### src/rtl/wb_stage_if.sv
// MEM->WB bundle: memory-stage results and pipeline controls in, then register
// file write port and WB forwarding bus out.
interface wb_stage_if;
  logic        stall;
  logic        flush;
  logic        m_valid;
  logic [31:0] m_pc;
  logic [4:0]  m_rd;
  logic [1:0]  m_wsel;
  logic [31:0] m_alu;
  logic [31:0] m_mem;
  logic [2:0]  m_ltype;
  logic [4:0]  grf_a3;
  logic [31:0] grf_wd;
  logic [31:0] grf_pc;
  logic        w_valid;
  logic [4:0]  w_fwd_addr;
  logic [31:0] w_fwd_data;

  // The pipeline control drives the stage inputs and observes the writeback.
  modport master (
    output stall, flush, m_valid, m_pc, m_rd, m_wsel, m_alu, m_mem, m_ltype,
    input  grf_a3, grf_wd, grf_pc, w_valid, w_fwd_addr, w_fwd_data
  );

  modport slave (
    input  stall, flush, m_valid, m_pc, m_rd, m_wsel, m_alu, m_mem, m_ltype,
    output grf_a3, grf_wd, grf_pc, w_valid, w_fwd_addr, w_fwd_data
  );
endinterface

### src/rtl/wb_stage.sv
// MEM/WB pipeline register with writeback-source select for the 5-stage MIPS core.
// Sub-word load extraction (lb/lbu/lh/lhu) is built only when WB_LOAD_EXT_EN is defined.
module wb_stage #(
  parameter logic [31:0] LINK_OFFSET = 32'd8
) (
  input  logic       clk,
  input  logic       reset,
  wb_stage_if.slave  bus
);

  typedef enum logic [1:0] {
    WSEL_ALU  = 2'b00,
    WSEL_MEM  = 2'b01,
    WSEL_LINK = 2'b10,
    WSEL_NONE = 2'b11
  } wsel_e;

  typedef struct packed {
    logic        valid;
    logic [31:0] pc;
    logic [4:0]  rd;
    wsel_e       wsel;
    logic [31:0] alu;
    logic [31:0] mem;
`ifdef WB_LOAD_EXT_EN
    logic [2:0]  ltype;
`endif
  } stage_t;

  stage_t d, q;
  logic [31:0] load_data;
  logic [31:0] wd;

  always_comb begin
    d.valid = bus.m_valid;
    d.pc    = bus.m_pc;
    d.rd    = bus.m_rd;
    d.wsel  = wsel_e'(bus.m_wsel);
    d.alu   = bus.m_alu;
    d.mem   = bus.m_mem;
`ifdef WB_LOAD_EXT_EN
    d.ltype = bus.m_ltype;
`endif
  end

  // A flushed stage is indistinguishable from a freshly reset one.
  always_ff @(posedge clk) begin
    // NOTE: sequential state uses non-blocking assignments so every register
    // samples pre-edge values regardless of statement order.
    if (reset || bus.flush) q <= '0;
    else if (!bus.stall)    q <= d;
  end

`ifdef WB_LOAD_EXT_EN
  logic [7:0]  ld_byte;
  logic [15:0] ld_half;

  always_comb begin
    // NOTE: every always_comb output gets a default first, so no path can
    // leave it unassigned and infer a latch.
    ld_byte = q.mem[7:0];
    case (q.alu[1:0])
      2'd1:    ld_byte = q.mem[15:8];
      2'd2:    ld_byte = q.mem[23:16];
      2'd3:    ld_byte = q.mem[31:24];
      default: ld_byte = q.mem[7:0];
    endcase
    // Halfword loads ignore alu[0]; misalignment is not trapped here.
    ld_half = q.alu[1] ? q.mem[31:16] : q.mem[15:0];
    case (q.ltype)
      3'b001:  load_data = {{24{ld_byte[7]}}, ld_byte};
      3'b010:  load_data = {24'd0, ld_byte};
      3'b011:  load_data = {{16{ld_half[15]}}, ld_half};
      3'b100:  load_data = {16'd0, ld_half};
      default: load_data = q.mem;
    endcase
  end
`else
  // Word loads only; the load-type port stays on the bundle but has no effect.
  logic unused_ltype;
  assign unused_ltype = ^bus.m_ltype;
  assign load_data    = q.mem;
`endif

  always_comb begin
    wd = '0;
    if (q.valid) begin
      case (q.wsel)
        WSEL_ALU:  wd = q.alu;
        WSEL_MEM:  wd = load_data;
        WSEL_LINK: wd = q.pc + LINK_OFFSET;
        default:   wd = '0;
      endcase
    end
  end

  // The register file writes on any nonzero address, so no-write cases present 0.
  assign bus.grf_a3     = (q.valid && q.wsel != WSEL_NONE) ? q.rd : 5'd0;
  assign bus.grf_wd     = wd;
  assign bus.grf_pc     = q.valid ? q.pc : 32'd0;
  assign bus.w_valid    = q.valid;
  assign bus.w_fwd_addr = bus.grf_a3;
  assign bus.w_fwd_data = wd;

endmodule

### src/flat_wrapper.sv
// flat-port wrapper written by rule: the top's interface ports become plain ports
module wb_stage_flat 
#(
  parameter logic [31:0] LINK_OFFSET = 32'd8
)
  (clk, reset, bus_stall, bus_flush, bus_m_valid, bus_m_pc, bus_m_rd, bus_m_wsel, bus_m_alu, bus_m_mem, bus_m_ltype, bus_grf_a3, bus_grf_wd, bus_grf_pc, bus_w_valid, bus_w_fwd_addr, bus_w_fwd_data);
  wb_stage_if bus_i ();
  input  logic clk;
  input  logic reset;
  input wire logic [$bits(bus_i.stall)-1:0] bus_stall;
  input wire logic [$bits(bus_i.flush)-1:0] bus_flush;
  input wire logic [$bits(bus_i.m_valid)-1:0] bus_m_valid;
  input wire logic [$bits(bus_i.m_pc)-1:0] bus_m_pc;
  input wire logic [$bits(bus_i.m_rd)-1:0] bus_m_rd;
  input wire logic [$bits(bus_i.m_wsel)-1:0] bus_m_wsel;
  input wire logic [$bits(bus_i.m_alu)-1:0] bus_m_alu;
  input wire logic [$bits(bus_i.m_mem)-1:0] bus_m_mem;
  input wire logic [$bits(bus_i.m_ltype)-1:0] bus_m_ltype;
  output wire logic [$bits(bus_i.grf_a3)-1:0] bus_grf_a3;
  output wire logic [$bits(bus_i.grf_wd)-1:0] bus_grf_wd;
  output wire logic [$bits(bus_i.grf_pc)-1:0] bus_grf_pc;
  output wire logic [$bits(bus_i.w_valid)-1:0] bus_w_valid;
  output wire logic [$bits(bus_i.w_fwd_addr)-1:0] bus_w_fwd_addr;
  output wire logic [$bits(bus_i.w_fwd_data)-1:0] bus_w_fwd_data;
  assign bus_i.stall = bus_stall;
  assign bus_i.flush = bus_flush;
  assign bus_i.m_valid = bus_m_valid;
  assign bus_i.m_pc = bus_m_pc;
  assign bus_i.m_rd = bus_m_rd;
  assign bus_i.m_wsel = bus_m_wsel;
  assign bus_i.m_alu = bus_m_alu;
  assign bus_i.m_mem = bus_m_mem;
  assign bus_i.m_ltype = bus_m_ltype;
  assign bus_grf_a3 = bus_i.grf_a3;
  assign bus_grf_wd = bus_i.grf_wd;
  assign bus_grf_pc = bus_i.grf_pc;
  assign bus_w_valid = bus_i.w_valid;
  assign bus_w_fwd_addr = bus_i.w_fwd_addr;
  assign bus_w_fwd_data = bus_i.w_fwd_data;
  wb_stage #(.LINK_OFFSET(LINK_OFFSET)) u_core (.clk(clk), .reset(reset), .bus(bus_i));
endmodule
### config.mk
export PLATFORM = sky130hd
export DESIGN_NAME = wb_stage_flat
export DESIGN_NICKNAME = d
export VERILOG_FILES = /design/src/rtl/wb_stage_if.sv /design/src/rtl/wb_stage.sv /design/src/flat_wrapper.sv
export SDC_FILE = /design/constraint.sdc
export NUM_CORES = 1
export LEC_CHECK = 0
export BUFFER_PORTS_ARGS = -buffer_cell sky130_fd_sc_hd__buf_4
export CORE_MARGIN = 2
export CORE_UTILIZATION = 53
export DETAILED_ROUTE_END_ITERATION = 6
export PLACE_DENSITY_LB_ADDON = 0.08
export SYNTH_ARGS = -nofsm -noshare
export SYNTH_HDL_FRONTEND = slang
export SYNTH_SLANG_ARGS = --single-unit
### constraint.sdc
create_clock -name clk -period 5.02 [get_ports clk]
set_clock_uncertainty 0.05 [all_clocks]
set_input_delay 0 -clock clk [delete_from_list [all_inputs] [get_ports clk]]
set_output_delay 0 -clock clk [all_outputs]
set_load 0.05 [all_outputs]
==> results_dict.tcl <==
set metrics [dict create \
    preCtsSetupSlack_ns 2.17 \
    power_density_nw_per_um2 212 \
    hold_path.class "in -> reg" \
    ctsHoldBuffers 104 \
    htreeDepth 3 \
    reg2reg_from "u_core.q[65]$_SDFFE_PP0N_" \
    synth.top_cell.area_share_pct 37.7 \
    routabilityCongestion 0.867 \
    rr_endpoint "u_core.q[65]$_SDFFE_PP0N_" \
    antenna_cells 0 \
    grt_pass1_wl_um 26200 \
    p_comb_share_pct 16.6 \
    fin_crit_ns 3.30 \
    report.final.hold_viol_count 0 \
    clockPowerShare_pct 32.3 \
    clkLatencyLatePin_ns 0.36 \
    die_w_um 106 \
    antenna_found_initial 0 \
    core_um2 10200 \
    design_area_um2 8110 \
    syn_to_final_growth_pct 46.8 \
    layout_common_cells "buf_4 (216), mux2i_1 (136), nor2_1 (128)" \
    path_class "reg -> out" \
    cts.repair.resized 0 \
    clk_pin_slew_ns 0.11 \
    netlist_area_um2 5530 \
    cts_buffers 9 \
    dp_hpwl_um 10500 \
    route.detailed.drc 0 \
    synth_edf_count 0 \
    postCtsSetupBuffers 0 \
    maxCapViolCount 0 \
    power_mw 1.72 \
    synth_top_flop_cell "dfxtp_1" \
    post-route-period-util_pct 65.8 \
    rrSetupSlack_ns 3.76 \
    synth-warning-count 0 \
    start_kind "flop" \
    rsz0062_at_grt "no" \
    final_common_cell "buf_4" \
    slew_violations 0 \
    avgSynthCellArea_um2 8.86 \
    grt_pass1_vias 5482 \
    setup.worst_path.start "u_core.bus.w_valid$_SDFFE_PP0N_" \
    sequentialPowerShare_pct 51.1 \
    p_int_mw 1.26 \
    via_per_inst 5.35 \
    switching_share_pct 26.8 \
    async_flop_share_pct 0 \
    finish.net_count 984 \
    wl_per_cell_um 16.3 \
    io_pins 218 \
    cp_num_cells 6 \
    worst_ep_arrival_time_ns 3.25 \
    wirelength_um 16500 \
    place_area_um2 6860 \
    syn_inst 624 \
    outcome "finished clean" \
    cts_sinks 104 \
    critPathTopFamily "buffers and inverters" \
    cts_root_buffer "clkbuf_8" \
    r2r_cells 2 \
    start_util_pct 54.0 \
    drive_gt1_share_pct 27.6 \
    yosysSeqAreaShare_pct 37.7 \
    fin_hold_ws_ns 0.226 \
    synth_fp_nets 736 \
    critPathRequiredTime_ns 4.97 \
    synth_area_leaders "dfxtp_1 (38%), mux2i_1 (25%), nor2_1 (8.7%)" \
    dr.pass1.iters 5 \
    die_y_um 106 \
    overflow 0 \
    cp_cell_sequence "buf_4 > inv_1 > nor2_1 > o311ai_0 > o221ai_1 > buf_4" \
    post_synth_num_cell_types 38 \
    p_switching_uw 462 \
    max_freq_ghz 0.303 \
    final_antenna_net_count 0 \
    num_rows 37 \
    leakage_nw 3.58 \
    yosys.area.top_type "dfxtp_1" \
    slew_headroom_pct 23.1 \
    setup.worst_path.end_class "primary output" \
    routed-via-count 5423 \
    grtUsageTotal_pct 28.8 \
    ys_seq_elements 104 \
    crit_path_frequent_cell "buf_4" \
    cp_slowest_cell "nor2_1" \
    grt_start_max_net_pins 105 \
    cts_max_path_buffers 2 \
    cts_tree "yes" \
    die-area_um2 11300 \
    vdd_drop_max_v 0.000178 \
    crit_buf_inv 3 \
    fillers 694 \
    io_buffers 214 \
    critPathCapture "bus_w_fwd_data[29]" \
    tightest_slew_ns 1.15 \
    tns_ns 0 \
    setup_ws_ns 1.72 \
    drt_iter0_drc 318 \
    final-setup-viol-count 0 \
    cp_max_fo 25 \
    cp_slowest_stage_delay_ns 0.78 \
]
-- cell families after synthesis --
group           synth area share, %
compound gates                 7.13
xor+xnor                       1.27
fa+ha+maj                     0.226
buf+inv                        8.74
flops                          37.7
mux                            24.6
simple gates                   20.3
-- worst reg2reg max path, cell delays in order (launching register included) --
cell     delay, ns
dfxtp_1       0.84
mux2i_1       0.19
nor2_1        0.12
-- registers in the layout (all words and copies together) (netlist names) --
register,flops
u_core.load_data,32
u_core.q,71
u_core.bus.w_valid,1
-- power by group through the flow --
stage,registers (mW),logic [mW],clock network [mW]
2_1_floorplan,0.887,0.132,0
3_3_place_gp,0.896,0.210,0
3_5_place_dp,0.898,0.215,0
4_1_cts,0.879,0.281,0.560
5_1_grt,0.884,0.307,0.592
6_report,0.880,0.286,0.556
-- worst min-delay path by stage --
stage | cells past startpoint | to | slack [ns] | start
after floorplan | 2 | u_core.bus.w_valid$_SDFFE_PP0N_ | 0.09 | bus_m_valid
after global placement | 3 | u_core.q[73]$_SDFFE_PP0N_ | 0.18 | bus_m_pc[2]
after detailed placement | 3 | u_core.load_data[14]$_SDFFE_PP0N_ | 0.19 | bus_m_mem[14]
after CTS | 3 | u_core.q[80]$_SDFFE_PP0N_ | 0.22 | bus_stall
after global routing | 3 | u_core.q[95]$_SDFFE_PP0N_ | 0.26 | bus_stall
final | 3 | u_core.q[84]$_SDFFE_PP0N_ | 0.23 | bus_stall
-- cells in the mapped netlist, types with 2 or more instances --
cell / instances
mux2i_1: 136
o211ai_1: 21
nor4_1: 3
nand3_1: 11
o21ai_0: 4
o311ai_0: 6
or2_2: 4
o221ai_1: 2
and2_1: 35
o21a_1: 4
buf_6: 2
nand4_1: 8
clkbuf_1: 26
or4b_1: 2
or3_1: 7
inv_1: 3
nand2_1: 13
and4_1: 2
buf_2: 2
nand2b_1: 2
nor3_1: 2
a21oi_1: 10
o22ai_1: 5
nor2_1: 128
buf_4: 37
o22a_1: 3
dfxtp_1: 104
xnor2_1: 7
buf_1: 17
or4_1: 10
-- cell type report --
class / instances / area (um^2) / area share [%]
Timing Repair Buffer: 321 / 2670 / 33.0
Inverter: 3 / 11.3 / 0.139
Multi-Input combinational cell: 433 / 2970 / 36.6
Clock buffer: 9 / 124 / 1.53
Tap cell: 136 / 170 / 2.10
Clock inverter: 7 / 85.1 / 1.05
Sequential cell: 104 / 2080 / 25.7
-- routing by layer --
| layer | GRT usage [%] | share of wire, % | up-vias |
|---|---|---|---|
| met1 | 33.2 | 40 | 2544 |
| met5 | 0 | 0 | - |
| met3 | 4.29 | 5.3 | 35 |
| met4 | 11.4 | 2.8 | 0 |
| met2 | 53.0 | 52 | 200 |
| li1 | - | - | 2644 |
-- per-stage QoR --
step / util (%) / instances
after CTS: 79.3 / 1013
after global placement: 67.1 / 893
after floorplan: - / 624
after global routing: 79.3 / 1013
final: 79.3 / 1013
after detailed placement: 67.1 / 893
Note: power is estimated with default switching activity, not from simulation.
